`config.mk`:
```
export PLATFORM = sky130hd
export DESIGN_NAME = snake_key_ctrl
export DESIGN_NICKNAME = d
export VERILOG_FILES = /design/src/rtl/snake_pkg.sv /design/src/rtl/dir_fifo.sv /design/src/rtl/snake_key_ctrl.sv
export SDC_FILE = /design/constraint.sdc
export NUM_CORES = 1
export LEC_CHECK = 0
export ABC_CLOCK_PERIOD_IN_PS = 2500
export CAP_MARGIN = 20
export CORE_AREA = 2 2 101 79
export CTS_BUF_LIST = sky130_fd_sc_hd__clkbuf_4
export DETAILED_ROUTE_END_ITERATION = 12
export DIE_AREA = 0 0 103 81
export PLACE_DENSITY = 0.47
export SLEW_MARGIN = 20
export SYNTH_ARGS = -nofsm -noshare
export SYNTH_HDL_FRONTEND = slang
export SYNTH_HIERARCHICAL = 1
export SYNTH_SLANG_ARGS = --single-unit
```
`constraint.sdc`:
```
create_clock -name CLK -period 2.5 [get_ports CLK]
set_input_delay 0.5 -clock CLK [delete_from_list [all_inputs] [get_ports CLK]]
set_output_delay 0.5 -clock CLK [all_outputs]
set_load 0.05 [all_outputs]
```
`src/rtl/snake_pkg.sv`:
```
// Shared types, scan-code constants and decode helpers for the Snake keyboard controller.
package snake_pkg;

    typedef enum logic [1:0] {
        DirUp    = 2'd0,
        DirDown  = 2'd1,
        DirLeft  = 2'd2,
        DirRight = 2'd3
    } dir_t;

    typedef enum logic [1:0] {
        StIdle,
        StExt,
        StBrk,
        StExtBrk
    } key_state_e;

    typedef struct packed {
        logic valid;
        dir_t dir;
    } dir_req_t;

    localparam logic [7:0] CodeExt   = 8'hE0;
    localparam logic [7:0] CodeBrk   = 8'hF0;
    localparam logic [7:0] CodeBatOk = 8'hAA;
    localparam logic [7:0] CodeAck   = 8'hFA;
    localparam logic [7:0] CodeW     = 8'h1D;
    localparam logic [7:0] CodeS     = 8'h1B;
    localparam logic [7:0] CodeA     = 8'h1C;
    localparam logic [7:0] CodeD     = 8'h23;
    localparam logic [7:0] CodeSpace = 8'h29;
    localparam logic [7:0] CodeEnter = 8'h5A;
    localparam logic [7:0] CodeUp    = 8'h75;
    localparam logic [7:0] CodeDown  = 8'h72;
    localparam logic [7:0] CodeLeft  = 8'h6B;
    localparam logic [7:0] CodeRight = 8'h74;

    function automatic dir_req_t decode_plain(input logic [7:0] code);
        dir_req_t req;
        req = '{valid: 1'b1, dir: DirUp};
        case (code)
            CodeW:   req.dir = DirUp;
            CodeS:   req.dir = DirDown;
            CodeA:   req.dir = DirLeft;
            CodeD:   req.dir = DirRight;
            default: req.valid = 1'b0;
        endcase
        return req;
    endfunction

    function automatic dir_req_t decode_ext(input logic [7:0] code);
        dir_req_t req;
        req = '{valid: 1'b1, dir: DirUp};
        case (code)
            CodeUp:    req.dir = DirUp;
            CodeDown:  req.dir = DirDown;
            CodeLeft:  req.dir = DirLeft;
            CodeRight: req.dir = DirRight;
            default:   req.valid = 1'b0;
        endcase
        return req;
    endfunction

    // UP/DOWN and LEFT/RIGHT differ only in bit 0.
    function automatic dir_t opposite(input dir_t d);
        return dir_t'(d ^ 2'b01);
    endfunction

endpackage

```
`src/rtl/dir_fifo.sv`:
```
// Small circular buffer of directions; push and pop may coincide, flush has priority.
module dir_fifo
    import snake_pkg::*;
#(
    parameter int unsigned Depth = 2
) (
    input  logic                   CLK,
    input  logic                   RESETN,
    input  logic                   push,
    input  logic                   pop,
    input  logic                   flush,
    input  dir_t                   din,
    output dir_t                   head,
    output dir_t                   tail,
    output logic [$clog2(Depth):0] count,
    output logic                   full,
    output logic                   empty
);

    localparam int unsigned PtrW = $clog2(Depth);
    localparam int unsigned CntW = PtrW + 1;

    dir_t            mem_q [Depth];
    dir_t            mem_d [Depth];
    logic [PtrW-1:0] wr_ptr_q, wr_ptr_d;
    logic [PtrW-1:0] rd_ptr_q, rd_ptr_d;
    logic [CntW-1:0] count_q, count_d;
    logic            do_push, do_pop;

    assign empty = (count_q == '0);
    assign full  = (count_q == CntW'(Depth));
    assign count = count_q;
    assign head  = mem_q[rd_ptr_q];
    assign tail  = mem_q[wr_ptr_q - PtrW'(1)];

    // A push into a full buffer is accepted only when a slot frees on the same edge.
    assign do_pop  = pop && !empty;
    assign do_push = push && (!full || do_pop);

    always_comb begin
        mem_d    = mem_q;
        wr_ptr_d = wr_ptr_q;
        rd_ptr_d = rd_ptr_q;
        count_d  = count_q;
        if (flush) begin
            wr_ptr_d = '0;
            rd_ptr_d = '0;
            count_d  = '0;
        end else begin
            if (do_push) begin
                mem_d[wr_ptr_q] = din;
                wr_ptr_d        = wr_ptr_q + PtrW'(1);
            end
            if (do_pop) begin
                rd_ptr_d = rd_ptr_q + PtrW'(1);
            end
            unique case ({do_push, do_pop})
                2'b10:   count_d = count_q + CntW'(1);
                2'b01:   count_d = count_q - CntW'(1);
                default: count_d = count_q;
            endcase
        end
    end

    always_ff @(posedge CLK or negedge RESETN) begin
        if (!RESETN) begin
            for (int i = 0; i < int'(Depth); i++) begin
                mem_q[i] <= DirRight;
            end
            wr_ptr_q <= '0;
            rd_ptr_q <= '0;
            count_q  <= '0;
        end else begin
            mem_q    <= mem_d;
            wr_ptr_q <= wr_ptr_d;
            rd_ptr_q <= rd_ptr_d;
            count_q  <= count_d;
        end
    end

endmodule

```
`src/rtl/snake_key_ctrl.sv`:
```
// PS/2 scan-code decoder producing a queued, reversal-filtered snake direction plus
// pause/restart controls for the game FSM.
module snake_key_ctrl
    import snake_pkg::*;
#(
    parameter int unsigned TIMEOUT_CYC = 1_000_000,
    parameter int unsigned QDEPTH      = 2
) (
    input  logic                    CLK,
    input  logic                    RESETN,
    input  logic [7:0]              code,
    input  logic                    code_valid,
    input  logic                    tick,
    output logic [1:0]              dir,
    output logic                    paused,
    output logic                    restart,
    output logic [$clog2(QDEPTH):0] q_count
);

    localparam int unsigned CntW = $clog2(TIMEOUT_CYC + 1);
    localparam logic [CntW-1:0] TimeoutVal = CntW'(TIMEOUT_CYC);

    key_state_e      state_q, state_d;
    logic [CntW-1:0] wait_cnt_q, wait_cnt_d;
    dir_t            dir_q, dir_d;
    logic            paused_q, paused_d;
    logic            restart_q, restart_d;

    dir_req_t dec;
    logic     toggle_pause;
    logic     fire_restart;
    logic     timed_out;

    dir_t                    fifo_head, fifo_tail, ref_dir;
    logic [$clog2(QDEPTH):0] fifo_count;
    logic                    fifo_full, fifo_empty;
    logic                    push_ok, pop_ok;

    assign timed_out = (wait_cnt_q >= TimeoutVal);

    always_comb begin
        wait_cnt_d = wait_cnt_q;
        if (code_valid) begin
            wait_cnt_d = '0;
        end else if (!timed_out) begin
            wait_cnt_d = wait_cnt_q + CntW'(1);
        end
    end

    // A byte arriving in the timeout cycle is still handled in the current state.
    always_comb begin
        state_d      = state_q;
        dec          = '{valid: 1'b0, dir: DirUp};
        toggle_pause = 1'b0;
        fire_restart = 1'b0;
        if (code_valid) begin
            unique case (state_q)
                StIdle: begin
                    if (code == CodeExt) begin
                        state_d = StExt;
                    end else if (code == CodeBrk) begin
                        state_d = StBrk;
                    end else if (code == CodeSpace) begin
                        toggle_pause = 1'b1;
                    end else if (code == CodeEnter) begin
                        fire_restart = 1'b1;
                    end else if (code != CodeBatOk && code != CodeAck) begin
                        dec = decode_plain(code);
                    end
                end
                StExt: begin
                    if (code == CodeBrk) begin
                        state_d = StExtBrk;
                    end else begin
                        dec     = decode_ext(code);
                        state_d = StIdle;
                    end
                end
                StBrk, StExtBrk: begin
                    state_d = StIdle;
                end
                default: state_d = StIdle;
            endcase
        end else if (state_q != StIdle && timed_out) begin
            state_d = StIdle;
        end
    end

    // Filter against the pre-edge tail, or the applied direction when nothing is queued.
    always_comb begin
        ref_dir = fifo_empty ? dir_q : fifo_tail;
        pop_ok  = tick && !paused_q && !fifo_empty && !fire_restart;
        push_ok = dec.valid && !fire_restart
                  && (dec.dir != ref_dir) && (dec.dir != opposite(ref_dir));
    end

    always_comb begin
        dir_d     = dir_q;
        paused_d  = paused_q;
        restart_d = fire_restart;
        if (fire_restart) begin
            dir_d    = DirRight;
            paused_d = 1'b0;
        end else begin
            if (pop_ok) begin
                dir_d = fifo_head;
            end
            if (toggle_pause) begin
                paused_d = ~paused_q;
            end
        end
    end

    dir_fifo #(
        .Depth (QDEPTH)
    ) u_dir_fifo (
        .CLK    (CLK),
        .RESETN (RESETN),
        .push   (push_ok),
        .pop    (pop_ok),
        .flush  (fire_restart),
        .din    (dec.dir),
        .head   (fifo_head),
        .tail   (fifo_tail),
        .count  (fifo_count),
        .full   (fifo_full),
        .empty  (fifo_empty)
    );

    always_ff @(posedge CLK or negedge RESETN) begin
        if (!RESETN) begin
            state_q    <= StIdle;
            wait_cnt_q <= '0;
            dir_q      <= DirRight;
            paused_q   <= 1'b0;
            restart_q  <= 1'b0;
        end else begin
            state_q    <= state_d;
            wait_cnt_q <= wait_cnt_d;
            dir_q      <= dir_d;
            paused_q   <= paused_d;
            restart_q  <= restart_d;
        end
    end

    assign dir     = dir_q;
    assign paused  = paused_q;
    assign restart = restart_q;
    assign q_count = fifo_count;

endmodule

```
After elaboration in Yosys (flattened, before gate mapping)
Cells that the tools add are included.
W data, S select, Z words.
- add/sub/neg operators: 6
- magnitude comparators: 5
- eq/ne operators: 24
- muxes and demuxes: 51
- bitwise logic cells: 6
- reductions and logical operators: 30
- operator list (operator ; count):
    $eq A8 B7 Y1 const B ; 5
    $mux W20 ; 2
    $mux W2 ; 16
    $eq A8 B5 Y1 const B ; 3
    $mux W3 ; 7
    $add A20 B1 Y20 const B ; 1
    $ge A20 B20 Y1 const B ; 1
    $mux W1 ; 19
    $pmux W2 S3 ; 3
    $eq A8 B6 Y1 const B ; 2
    $eq A8 B8 Y1 const B ; 2
    $ne A8 B8 Y1 const B ; 2
    $reduce_bool A2 Y1 ; 6
    $logic_and A1 B1 Y1 ; 11
    $eq A2 B2 Y1 const B ; 4
    $reduce_or A4 Y1 ; 2
    $ge A2 B2 Y1 const B ; 3
    $not A1 Y2 ; 3
    $pmux W3 S2 ; 1
    $bwmux W4 ; 1
    $eq A2 B1 Y1 const B ; 2
    $logic_not A1 Y1 ; 4
    $logic_not A2 Y1 ; 2
    $ne A2 B2 Y1 ; 2
    other kinds (14) ; 18
- register bits: 34
- input port bits: 12
- output and inout bits: 6
- logic and storage cells: 132

Logic depth before layout (Yosys ltp)
- word-level depth: 17
- depth in mapped cells: 8
- gate-level depth less buffers: 8

Cells and area by module
The synthesis kept the hierarchy.
- by module, submodules not included (module ; times used ; cells an instance ; area each (um^2) ; seq. area each (um^2)):
    snake_key_ctrl ; 1 ; 189 ; 1712.9 ; 653.1
    dir_fifo ; 1 ; 37 ; 431.7 ; 205.2

Worst setup path before layout
No wires, ideal clock.
- kind: input-to-reg
- from: in code[7]
- to: reg u_dir_fifo/mem_q[2] (netlist bit)
- setup time: 0.082 ns
- arrival: 2.738 ns
- required time: 2.418 ns
- setup slack: -0.321 ns
- stages on the path: 7
- buffers on the path: 0
- cell sequence: or4_1 -> o32ai_2 -> xor2_1 -> nor3_1 -> inv_2 -> or4_4 -> mux2_4
- longest elaborated chain between the ends: 15
- elaborated cells on any way between the ends: 48
- those cells by class: 16 x eq/ne; 19 x mux; 1 x bitwise; 12 x reduce/logical
- ends and longest elaborated chain (item ; RTL line ; source):
    start: declaration ; snake_key_ctrl.sv:11 ; input logic [7:0] code,
    $eq A8 B6 Y1 or $eq A8 B5 Y1 (tied branches) ; snake_pkg.sv:41 ; case (code)
    $reduce_or A4 Y1 (no line) ; n/a ;
    $mux W1 ; snake_pkg.sv:41 ;
    $mux W3 ; snake_key_ctrl.sv:67 ; end else if (code != CodeBatOk && code != CodeAck) begin
    $mux W3 ; snake_key_ctrl.sv:65 ; end else if (code == CodeEnter) begin
    $mux W3 ; snake_key_ctrl.sv:63 ; end else if (code == CodeSpace) begin
    $mux W3 ; snake_key_ctrl.sv:61 ; end else if (code == CodeBrk) begin
    $mux W3 ; snake_key_ctrl.sv:59 ; if (code == CodeExt) begin
    $pmux W3 S2 ; snake_key_ctrl.sv:57 ; unique case (state_q)
    $mux W3 ; snake_key_ctrl.sv:56 ; if (code_valid) begin
    $logic_and A1 B1 Y1 ; snake_key_ctrl.sv:93 ; push_ok = dec.valid && !fire_restart
    $logic_and A1 B1 Y1 ; snake_key_ctrl.sv:94 ; && (dec.dir != ref_dir) && (dec.dir != opposite(ref_dir));
    $logic_and A1 B1 Y1 (*) ; snake_key_ctrl.sv:94 ;
    via push_ok ; snake_key_ctrl.sv:37 ; logic push_ok, pop_ok;
    $logic_and A1 B1 Y1 (*) ; dir_fifo.sv:38 ; assign do_push = push && (!full || do_pop);
    $reduce_and A2 Y1 (no line) (*) ; n/a ;
    end signal: indexed assignment ; dir_fifo.sv:68 ; mem_q[i] <= DirRight;
    end signal: assignment ; dir_fifo.sv:74 ; mem_q <= mem_d;
    end: declaration ; dir_fifo.sv:23 ; dir_t mem_q [Depth];
The timed path passes the listed nets; every way through them passes the cells marked *.
A chain may end at the register's enable or synchronous reset.

Final worst setup path
Same ends and word-level chain as after synthesis.

==> run metrics <==
CTS tree yes; met1 WL roughly 2900 µm; GRT Overall Usage a little over an eighth; final WL 4995 µm; RSZ-0062 raised after global routing yes; Net Count, Synth 239; Clock transition at path regs roughly 0.12 ns; Final Instance Area ~2800 µm²; synthesized area per cell around 9.5 µm²; # fillers roughly 800; diode count 0; Vias/cell ~4.6; Cell Area, Placed between 2000 and 3000 µm²; Clock Skews roughly 0.025 ns; met2 WL post-DR roughly 1900 µm; WL met3 220 µm; Final Cycle Share between 90% and 100%; worst r2r dst u_dir_fifo/mem_q[2]$_DFFE_PN1P_; worst vdd ir between 0.2 and 0.25 mV; Final GP Congestion about 0.84; Routed Antenna Nets 0; # IOs 18; worst-margin pin slew ~0.78 ns; Max FO, Critical Path 3; layout cells sized above 1 29.79%; Reg area ~860 µm²; DR WL/cell ~13 µm; status finished, final reports clean; Critical Path Sink Type flop; total power between 1 and 1.5 mW; worst hold-check path type in2async; Starting Density approximately 28%; Reg2Reg Setup Slack approximately 0.09 ns; Worst Path Arrival around 2.7 ns; clock buffer count from CTS 5; grt ovf 0; Synth warnings 6; DRT iter0 DRCs between 60 and 70; Final Setup Violations 0; Multi-input gate area between 1000 and 1500 µm²; Worst EP required roughly 2.7 ns; post-layout util a little under two fifths; maximum clock rate around 0.4 GHz; final hold slack about 0.23 ns; Pins Over Slew Limit 0; router iterations before antenna repair 4; setup_tns 0 ns; Post-route DRC 0; CTS Hold Buffers Added 0; placed cells ~380; clock sinks 34; Post-Place Worst Slack -0.6779 ns; largest net degree at the start of global routing 35; r2r startpoint state_q[1]$_DFFE_PN0P_; Die Footprint 8343 µm²; PD cells just over 400 nW/µm²; Rel. slew slack about 48%; final hold viol count 0; first-pass GRT wire length 8466 µm; clock root cell clkbuf_4; Vias 1796; top sig layer met4; Clk Latency, worst-skew pair about 0.33 ns; die height ~81 µm; initial antenna violation count 0; Buffers on Ports 17; Pleak 1.171 nW; CORE AREA 7497 µm²; Nets between 200 and 300; detailed placement HPWL 3671 µm; Critical Path Start Type input pin; WS Path Type in2reg; worst-case clock buffer depth 2; # rows 28; MaxCap Viol Count 0; Synth-to-Final Area Change 31.61%; worst r2r path cells 7; Die Wd roughly 100 µm; slack of the critical path around 0.049 ns; Tmin final roughly 2.5 ns; number of global-route vias before repair 1695; Synth Cell Area approximately 2100 µm²; Post-Layout Cell Count between 300 and 400; H-tree levels 2; synthesized netlist cell count approximately 230
==> flip-flops by register name, indices dropped and copies added, names as in the netlist <==
signal and flops:
u_dir_fifo/count 2, u_dir_fifo/mem_q 4, dir 2, wait_cnt_q 20, u_dir_fifo/rd_ptr_q 1, state_q 2
u_dir_fifo/wr_ptr_q 1, restart 1, paused 1
==> how the worst max path moves through the flow <==
stage,slack (ns),end,start
detailed placement,-0.68,u_dir_fifo/mem_q[1]$_DFFE_PN1P_,code[3]
global route,-0.02,u_dir_fifo/mem_q[2]$_DFFE_PN1P_,state_q[1]$_DFFE_PN0P_
floorplan,-0.11,u_dir_fifo/mem_q[2]$_DFFE_PN1P_,code[3]
finish,0.05,u_dir_fifo/mem_q[2]$_DFFE_PN1P_,code[7]
global placement,-0.61,u_dir_fifo/mem_q[3]$_DFFE_PN1P_,code[5]
CTS,-0.09,u_dir_fifo/mem_q[2]$_DFFE_PN1P_,state_q[0]$_DFFE_PN0P_
==> layout make-up <==
cell class,instances,share of cell area [%]
Clock buffer,6,1.604
Timing Repair Buffer,55,15.20
Sequential cell,34,30.57
Inverter,8,1.070
Clock inverter,2,1.203
Tap cell,105,4.679
Multi-Input combinational cell,177,45.68
==> critical path: stages <==
cell,delay (ns)
dlygate4sd2_1,0.25
or4_4,0.56
buf_4,0.16
a2bb2oi_1,0.14
nor3_2,0.21
inv_2,0.05
or4_4,0.51
mux2_4,0.31
==> per-layer routing <==
metal  global-route usage, %  up-vias
li1                        -      919
met3                   3.356        2
met4                   1.974        0
met2                   16.23       36
met1                   21.99      839
met5                       0        -
==> layout by cell type, fill, tap and decap left out, types with 4 or more instances in the layout <==
| cell | instances |
|---|---|
| nor3_1 | 4 |
| clkdlybuf4s50_1 | 8 |
| buf_4 | 38 |
| dfstp_2 | 6 |
| clkbuf_4 | 6 |
| a211oi_1 | 9 |
| xnor2_1 | 9 |
| nor2_1 | 30 |
| nand4_1 | 4 |
| nand2_1 | 17 |
| dfrtp_1 | 28 |
| mux2i_1 | 4 |
| a21oi_1 | 7 |
| nor2b_1 | 11 |
| nand2b_1 | 7 |
| inv_1 | 7 |
| mux2_2 | 7 |
| o21ai_0 | 5 |
| nand3_1 | 7 |
==> report_power, final <==
group	switching, mW	internal, mW
registers	0.0107	0.562
clock network	0.185	0.219
logic	0.0907	0.0716
total	0.286	0.853
==> timing repair <==
item,4_1_cts,5_1_grt
buffers inserted,2,1
pin swaps,6,6
setup endpoints to repair,6,4
resized for setup,20,7
Note: power is estimated with default switching activity, not from simulation.
